==> config.mk <==
export PLATFORM = sky130hd
export DESIGN_NAME = fp_image_loader
export DESIGN_NICKNAME = d
export VERILOG_FILES = /design/src/rtl/fp_image_loader.sv
export SDC_FILE = /design/constraint.sdc
export NUM_CORES = 1
export LEC_CHECK = 0
export CAP_MARGIN = 20
export CORE_ASPECT_RATIO = 1.4
export CORE_MARGIN = 8
export CORE_UTILIZATION = 60
export DETAILED_ROUTE_END_ITERATION = 16
export PLACE_DENSITY = 0.86
export SYNTH_ARGS = -nofsm -noshare
export SYNTH_HDL_FRONTEND = slang
export SYNTH_SLANG_ARGS = --single-unit
==> constraint.sdc <==
create_clock -name clock -period 5 [get_ports clock]
set_input_delay 0.5 -clock clock [delete_from_list [all_inputs] [get_ports clock]]
set_output_delay 0.5 -clock clock [all_outputs]
set_load 0.01 [all_outputs]
==> src/rtl/fp_image_loader.sv <==
// Streams (address, data) words into the PDP-8 Front_Panel by holding switches and pulsing
// Load PC / Deposit, then loads START_PC, sets run and waits for the CPU to halt.
module fp_image_loader #(
    parameter int unsigned HOLD_CYCLES   = 10,
    parameter int unsigned SETTLE_CYCLES = 30,
    parameter logic [11:0] START_PC      = 12'o0200,
    parameter bit          AUTO_INC      = 1'b1,
    parameter int unsigned RUN_TIMEOUT   = 1000
) (
    input  logic        clock,
    input  logic        resetN,
    input  logic        word_valid,
    output logic        word_ready,
    input  logic [11:0] word_addr,
    input  logic [11:0] word_data,
    input  logic        word_last,
    input  logic        run_led,
    output logic [12:0] sw,
    output logic        load_pc_btn,
    output logic        deposit_btn,
    output logic        busy,
    output logic        done,
    output logic        run_err,
    output logic [12:0] words_loaded
);

    localparam int unsigned HS_MAX  = (HOLD_CYCLES > SETTLE_CYCLES) ? HOLD_CYCLES : SETTLE_CYCLES;
    localparam int unsigned CNT_MAX = (HS_MAX > RUN_TIMEOUT) ? HS_MAX : RUN_TIMEOUT;
    localparam int unsigned CNT_W   = $clog2(CNT_MAX + 1);
    localparam logic [CNT_W-1:0] HOLD_LD   = CNT_W'(HOLD_CYCLES - 1);
    localparam logic [CNT_W-1:0] SETTLE_LD = CNT_W'((SETTLE_CYCLES == 0) ? 0 : SETTLE_CYCLES - 1);
    localparam logic [CNT_W-1:0] RUN_LD    = CNT_W'(RUN_TIMEOUT - 1);
    localparam logic [12:0]      WORDS_MAX = 13'd4096;

    typedef enum logic [3:0] {
        S_IDLE, S_ADDR_SET, S_LPC_ON, S_LPC_OFF, S_SETTLE, S_DATA_SET, S_DEP_ON,
        S_DEP_OFF, S_PC_SET, S_PC_ON, S_PC_OFF, S_RUN_WAIT, S_RUNNING, S_DONE
    } state_t;

    state_t           state;
    logic [CNT_W-1:0] cnt;
    logic [11:0]      addr_q;
    logic [11:0]      data_q;
    logic             last_q;
    logic [11:0]      next_addr;
    logic             next_valid;
    logic             led_q;
    logic             hold_done;

    // Ready is gated by reset so the source sees no acceptance while reset is held.
    assign word_ready = resetN && (state == S_IDLE);
    assign hold_done  = (cnt == '0);

    // Sequencer: every level change is made on state entry, so outputs stay registered.
    always_ff @(posedge clock or negedge resetN) begin
        if (!resetN) begin
            state        <= S_IDLE;
            cnt          <= '0;
            addr_q       <= '0;
            data_q       <= '0;
            last_q       <= 1'b0;
            next_addr    <= '0;
            next_valid   <= 1'b0;
            led_q        <= 1'b0;
            sw           <= '0;
            load_pc_btn  <= 1'b0;
            deposit_btn  <= 1'b0;
            busy         <= 1'b0;
            done         <= 1'b0;
            run_err      <= 1'b0;
            words_loaded <= '0;
        end else begin
            led_q <= run_led;
            if (cnt != '0) cnt <= cnt - CNT_W'(1);
            case (state)
                S_IDLE: begin
                    if (word_valid && word_ready) begin
                        addr_q <= word_addr;
                        data_q <= word_data;
                        last_q <= word_last;
                        cnt    <= HOLD_LD;
                        busy   <= 1'b1;
                        if (AUTO_INC && next_valid && (word_addr == next_addr)) begin
                            state     <= S_DATA_SET;
                            sw[11:0]  <= word_data;
                        end else begin
                            state     <= S_ADDR_SET;
                            sw[11:0]  <= word_addr;
                        end
                    end
                end
                S_ADDR_SET: if (hold_done) begin
                    state       <= S_LPC_ON;
                    load_pc_btn <= 1'b1;
                    cnt         <= HOLD_LD;
                end
                S_LPC_ON: if (hold_done) begin
                    state       <= S_LPC_OFF;
                    load_pc_btn <= 1'b0;
                    cnt         <= HOLD_LD;
                end
                S_LPC_OFF: if (hold_done) begin
                    state <= S_SETTLE;
                    cnt   <= SETTLE_LD;
                end
                S_SETTLE: if (hold_done) begin
                    state    <= S_DATA_SET;
                    sw[11:0] <= data_q;
                    cnt      <= HOLD_LD;
                end
                S_DATA_SET: if (hold_done) begin
                    state       <= S_DEP_ON;
                    deposit_btn <= 1'b1;
                    cnt         <= HOLD_LD;
                end
                S_DEP_ON: if (hold_done) begin
                    state       <= S_DEP_OFF;
                    deposit_btn <= 1'b0;
                    cnt         <= HOLD_LD;
                end
                S_DEP_OFF: if (hold_done) begin
                    if (words_loaded != WORDS_MAX) words_loaded <= words_loaded + 13'd1;
                    next_addr  <= addr_q + 12'd1;
                    next_valid <= 1'b1;
                    if (last_q) begin
                        state    <= S_PC_SET;
                        sw[11:0] <= START_PC;
                        cnt      <= HOLD_LD;
                    end else begin
                        state <= S_IDLE;
                        busy  <= 1'b0;
                    end
                end
                S_PC_SET: if (hold_done) begin
                    state       <= S_PC_ON;
                    load_pc_btn <= 1'b1;
                    cnt         <= HOLD_LD;
                end
                S_PC_ON: if (hold_done) begin
                    state       <= S_PC_OFF;
                    load_pc_btn <= 1'b0;
                    cnt         <= HOLD_LD;
                end
                S_PC_OFF: if (hold_done) begin
                    state  <= S_RUN_WAIT;
                    sw[12] <= 1'b1;
                    cnt    <= RUN_LD;
                end
                S_RUN_WAIT: begin
                    if (run_led) begin
                        state <= S_RUNNING;
                        cnt   <= '0;
                    end else if (hold_done) begin
                        state   <= S_DONE;
                        run_err <= 1'b1;
                        sw[12]  <= 1'b0;
                        busy    <= 1'b0;
                    end
                end
                // Halt is the falling edge of the run LED seen across two samples.
                S_RUNNING: if (led_q && !run_led) begin
                    state  <= S_DONE;
                    done   <= 1'b1;
                    sw[12] <= 1'b0;
                    busy   <= 1'b0;
                end
                S_DONE: ;
                default: state <= S_IDLE;
            endcase
        end
    end

endmodule

# ---- Word level (Yosys, flattened, before mapping)
# Index checks and enable logic that the tools add are counted.
dict set report classes {
  n_eq_ne 34
  addsub 3
  mux 43
  reduce_logical 27
  bitwise_logic 2
}
# op count
set op_table {}
lappend op_table {{2-to-1 mux 10 bit} 8}
lappend op_table {{2-to-1 mux 12 bit} 5}
lappend op_table {{2-to-1 mux 4 bit} 15}
lappend op_table {{one-hot mux 10 bit (6 select lines)} 1}
lappend op_table {{one-hot mux 4 bit (14 select lines)} 1}
lappend op_table {{one-hot mux 12 bit (3 select lines)} 1}
lappend op_table {{inequality test 2 bit (second input constant)} 15}
lappend op_table {{== test 4 bit (second input constant)} 6}
lappend op_table {{== test 4 x 3 -> 1 bit (second input constant)} 4}
lappend op_table {{AND reduction 14 bit} 1}
lappend op_table {{adder 13 x 1 -> 13 bit (second input constant)} 1}
lappend op_table {{inequality test 13 bit (second input constant)} 1}
lappend op_table {{adder 12 x 1 -> 12 bit (second input constant)} 1}
lappend op_table {{== test 12 bit} 1}
lappend op_table {{AND reduction 3 bit} 4}
lappend op_table {{logical NOT 10 bit} 1}
lappend op_table {{AND reduction 5 bit} 2}
lappend op_table {{nonzero test 10 bit} 1}
lappend op_table {{subtractor 10 x 1 -> 10 bit (second input constant)} 1}
lappend op_table {{== test 4 x 2 -> 1 bit (second input constant)} 2}
lappend op_table {{2-to-1 mux 1 bit} 7}
lappend op_table {{AND reduction 7 bit} 1}
lappend op_table {{OR reduction 7 bit} 1}
lappend op_table {{inequality test 2 x 1 -> 1 bit (second input constant)} 3}
lappend op_table {{15 further kinds} 25}
dict set report word_totals {
  out_inout_bits 32
  register_bits 84
  word_cells 125
  input_bits 29
}

# ---- Depth between registers and ports, before layout
dict set report depth {
  ltp_word 5
  depth_mapped 9
  ltp_nobuf 8
}

# ---- Least setup slack after synthesis
# Ideal clock, no wire load.
dict set report synth_path {
  path_type {register -> register}
  from {register cnt[4]}
  to {register sw[11]}
  path_slack_ns 2.609
  n_path_buf 1
  path_stages_with_launch 8
  setup_ns 0.091
  t_arrival_ns 2.301
  t_required_ns 4.909
  synth_period_minus_slack_ns 2.391
  path_cell_list {dfrtp_1 -> or4_4 -> nor3_4 -> inv_2 -> o31a_1 -> or2_1 -> buf_6 -> o221ai_1}
}
dict set report synth_between {
  elab_chain_len 3
  elab_cells_between_ends 4
  classes_between {eq/ne: 2; reduce/logical: 2}
}
# element line
set synth_lines {}
lappend synth_lines {{from (decl)} 41} ;# logic [CNT_W-1:0] cnt;
lappend synth_lines {{from (signal assigned)} 74} ;# if (cnt != '0) cnt <= cnt - CNT_W'(1);
lappend synth_lines {{logical NOT 10 bit *} 52} ;# assign hold_done = (cnt == '0);
lappend synth_lines {{inequality test 2 bit (no source line)} --}
lappend synth_lines {{AND reduction 5 bit (no source line) *} --}
lappend synth_lines {{to (signal assigned)} 85} ;# sw[11:0] <= word_data;
lappend synth_lines {{to (signal assigned)} 88} ;# sw[11:0] <= word_addr;
lappend synth_lines {{to (signal assigned)} 108} ;# sw[11:0] <= data_q;
lappend synth_lines {{to (decl)} 18} ;# output logic [12:0] sw,
# Mark *: on every way between the ends. The rest lies on a longest branch, timed or not.
# A chain may end at the register's enable or synchronous reset.

# ---- Worst setup path after layout
dict set report layout_path {
  from {register cnt[4]}
  to {register sw[6]}
}
# Same word-level chain as after synthesis.

==> impl_metrics.csv <==
group,metric,value,unit
worst_setup_path,timing_worst_setup_path_type,"reg -> reg",
global_route,groute.usage.overall,23.39,%
yosys,ys_async_sr_fraction,100.0,%
pwr,p_seq_share,55.6,%
clock_network,clk_pin_slew,0.08,ns
place,dp_hpwl,8310,um
hold_path,hp-class,"in -> async",
global_route,grt_pass1_vias,3981,
sta,fin_crit_sh,64.30,%
clock_network,clkLatencyLatePin,0.36,ns
pwr,power.internal,963.8,uW
layout,final_common_cell,"nand2_1",
global_route,grt-ovfl-total,0,
pwr,total_power,1.252,mW
worst_setup_path,critPathSlowestCell,"or4_4",
worst_setup_path,cp_max_fo,18,
sta,hold_viol_final,0,
floorplanning,rows,37,
pwr,power_frac_comb,5.9,%
layout,finalNonFillerCells,657,
place,placed_cells,640,
worst_setup_path,critPathBufInv,1,
layout,antenna_cells,0,
yosys,synth_cell_types,60,
yosys,ys_ff_latch,84,
worst_setup_path,crit_cells,6,
sta,whs,0.1233,ns
worst_setup_path,crit-reg2reg-launch,"cnt[4]$_DFF_PN0_",
floorplanning,die_x,89.31,um
worst_setup_path,critPathTopFamily,"simple AND/OR/NAND/NOR gates",
outcome,status,"completed",
yosys,synth_nets,539,
yosys,syn_area_per_cell,8.957,um2
yosys,netlist_area,0.004514,mm2
clock_network,cts_resized,0,
route,drt-wirelength-per-cell,18.15,um
route,viasPerCell,6.199,
worst_setup_path,slowest_delay,0.60,ns
clock_network,cts_setup_buffers,0,
worst_setup_path,startpoint,"cnt[4]$_DFF_PN0_",
global_route,grt_antenna_before_repair,0,
sta,setup_violations,0,
sta,rsz0062_at_grt,"false",
layout,final_cell_mix,"nand2_1 (126), dfrtp_1 (84), clkdlybuf4s50_1 (59)",
worst_setup_path,cp-start-kind,"flip-flop",
layout,syn_to_final_growth,19.51,%
sta,fin_crit,3.215,ns
sta,finClkSkew,0.008669,ns
place,port_buffers,60,
worst_setup_path,crit_chain,"or4_4 -> nor3_4 -> inv_2 -> o31a_1 -> or2_1 -> o221ai_1",
clock_network,clk_path_buf_depth,2,
yosys,seq_area_frac_synth,46.56,%
sta,setup_tns,0,ns
worst_setup_path,reg2reg_slack,1.78,ns
pwr,sw_frac_of_total,23.05,%
clock_network,cts.sinks,84,
layout,drive_above_1_share,5.536,%
route,drtIter0Drc,321,
floorplanning,core_area,0.007315,mm2
yosys,syn_inst,504,
clock_network,cts_tree,"yes",
worst_setup_path,worstSetupEndpoint,"sw[6]$_DFFE_PN0P_",
floorplanning,io-pin-count,61,
clock_network,cts-root-buf,"clkbuf_8",
yosys,ys.flop_type,"dfrtp_1",
sta,timing.fmax,0.3110,GHz
floorplanning,die_area,0.01059,mm2
route,routed_wl,11930,um
clock_network,h-tree-depth,3,
pwr,p_leak,2.286,nW
clock_network,hold_buffers,0,
route,ant_nets,0,
pwr,clkPwrFrac,38.5,%
route,vias,4073,
floorplanning,start_util,61.72,%
global_route,grt_pass1_wl,19580,um
sta,tightest_slew,0.9715,ns
worst_setup_path,arrival,3.47,ns
yosys,synth-edff-count,0,
worst_setup_path,r2r_end,"sw[6]$_DFFE_PN0P_",
pwr,peakVddDrop,0.0001376,V
sta,max_slew_margin,34.63,%
place,place_area,0.005169,mm2
route,first_pass_iters,5,
floorplanning,die_h,118.6,um
place,globalplace.congestion,0.9001,
worst_setup_path,crit_required,5.25,ns
route,post-route-drc-count,0,
yosys,yosysWarningCount,0,
pwr,p_switching,288.7,uW
worst_setup_path,r2r_cells,6,
job,cap_viol_max_count,0,
clock_network,cts_buffers,9,
worst_setup_path,endpoint_kind,"flip-flop",
pwr,powerDensity,232.1,mW/mm2
layout,nets,591,
layout,final_area,0.005395,mm2
global_route,grt_max_degree,85,
sta,report.final.slew_viol_count,0,
-- synthesized netlist by cell type (3+ instances only) --
cell	count	share of area (%)
xnor2_1	22	4.3
o221ai_1	11	2.1
or3_1	3	0.42
o31ai_1	5	0.83
nor4_1	4	0.55
mux2_2	3	0.75
nand2b_1	3	0.42
mux2i_1	12	2.7
and3_1	5	0.69
nand3b_1	4	0.67
nand4_1	10	1.4
xor2_1	15	2.9
nand3_1	17	1.9
nor2_1	24	2.0
nand2_1	126	10
nor3_1	6	0.67
and2_1	3	0.42
dfrtp_1	84	47
inv_1	8	0.67
a21oi_1	14	1.6
o21a_1	5	0.83
a311oi_1	3	0.58
a31oi_1	4	0.55
clkbuf_1	23	1.9
o21ai_0	42	4.7
ha_1	6	1.7
-- per-layer routing --
metal | vias up | GRT usage [%] | wire [um]
met3 | 34 | 4.854 | 752
met5 | - | 0 | 0
met2 | 179 | 38.09 | 5910
met4 | 0 | 10.97 | 448
li1 | 1884 | - | -
met1 | 1976 | 28.46 | 4813
-- registers in the layout, summed over array words and instances (netlist names) --
register / count
sw: 13
words_loaded: 13
addr_q: 12
data_q: 12
next_addr: 12
cnt: 10
state: 4
busy: 1
deposit_btn: 1
done: 1
last_q: 1
led_q: 1
load_pc_btn: 1
next_valid: 1
run_err: 1
-- worst min path at each step --
stage                                        end                    from
final                       state[2]$_DFFE_PN0P_                  resetN
after global routing        state[2]$_DFFE_PN0P_                  resetN
after floorplan            addr_q[0]$_DFFE_PN0P_                  resetN
after global placement    next_valid$_DFFE_PN0P_  next_valid$_DFFE_PN0P_
after detailed placement   data_q[7]$_DFFE_PN0P_   data_q[7]$_DFFE_PN0P_
after CTS                  data_q[1]$_DFFE_PN0P_   data_q[1]$_DFFE_PN0P_
-- logic make-up (layout without fill, tap and decap cells) --
family / after synthesis / after routing / synth area share, %
DFF: 84 / 84 / 46.56
muxes: 15 / 15 / 3.409
AOI/OAI and AO/OA: 107 / 107 / 15.58
adders and majority gates: 6 / 6 / 1.663
buffers and inverters: 35 / 91 / 3.076
and+or+nand+nor: 220 / 220 / 22.53
xor gates and xnor gates: 37 / 37 / 7.178
-- cell type report --
cell class / count / area, um2
timing repair buffer: 66 / 663.1
multi-input combinational: 385 / 2280
clock buffer: 11 / 141.4
clock inverter: 4 / 50.05
tap: 97 / 121.4
inverter: 10 / 37.54
sequential: 84 / 2102
fill: 556 / 1919
-- power groups by stage --
stage	clock network [mW]	logic, mW	registers, mW
final	0.482	0.0736	0.696
after global routing	0.515	0.0807	0.698
after detailed placement	0	0.0707	0.710
after global placement	0	0.0690	0.709
after CTS	0.489	0.0712	0.696
after floorplan	0	0.0200	0.707
-- per-stage QoR --
stage | util, % | setup slack, ns
CTS | 73.28 | 1.817
detailed placement | 70.66 | 1.853
floorplan | - | 2.609
finish | 73.76 | 1.785
global route | 73.76 | 1.559
global placement | 70.66 | 1.936
No activity file was read; power rests on OpenSTA's default activity.
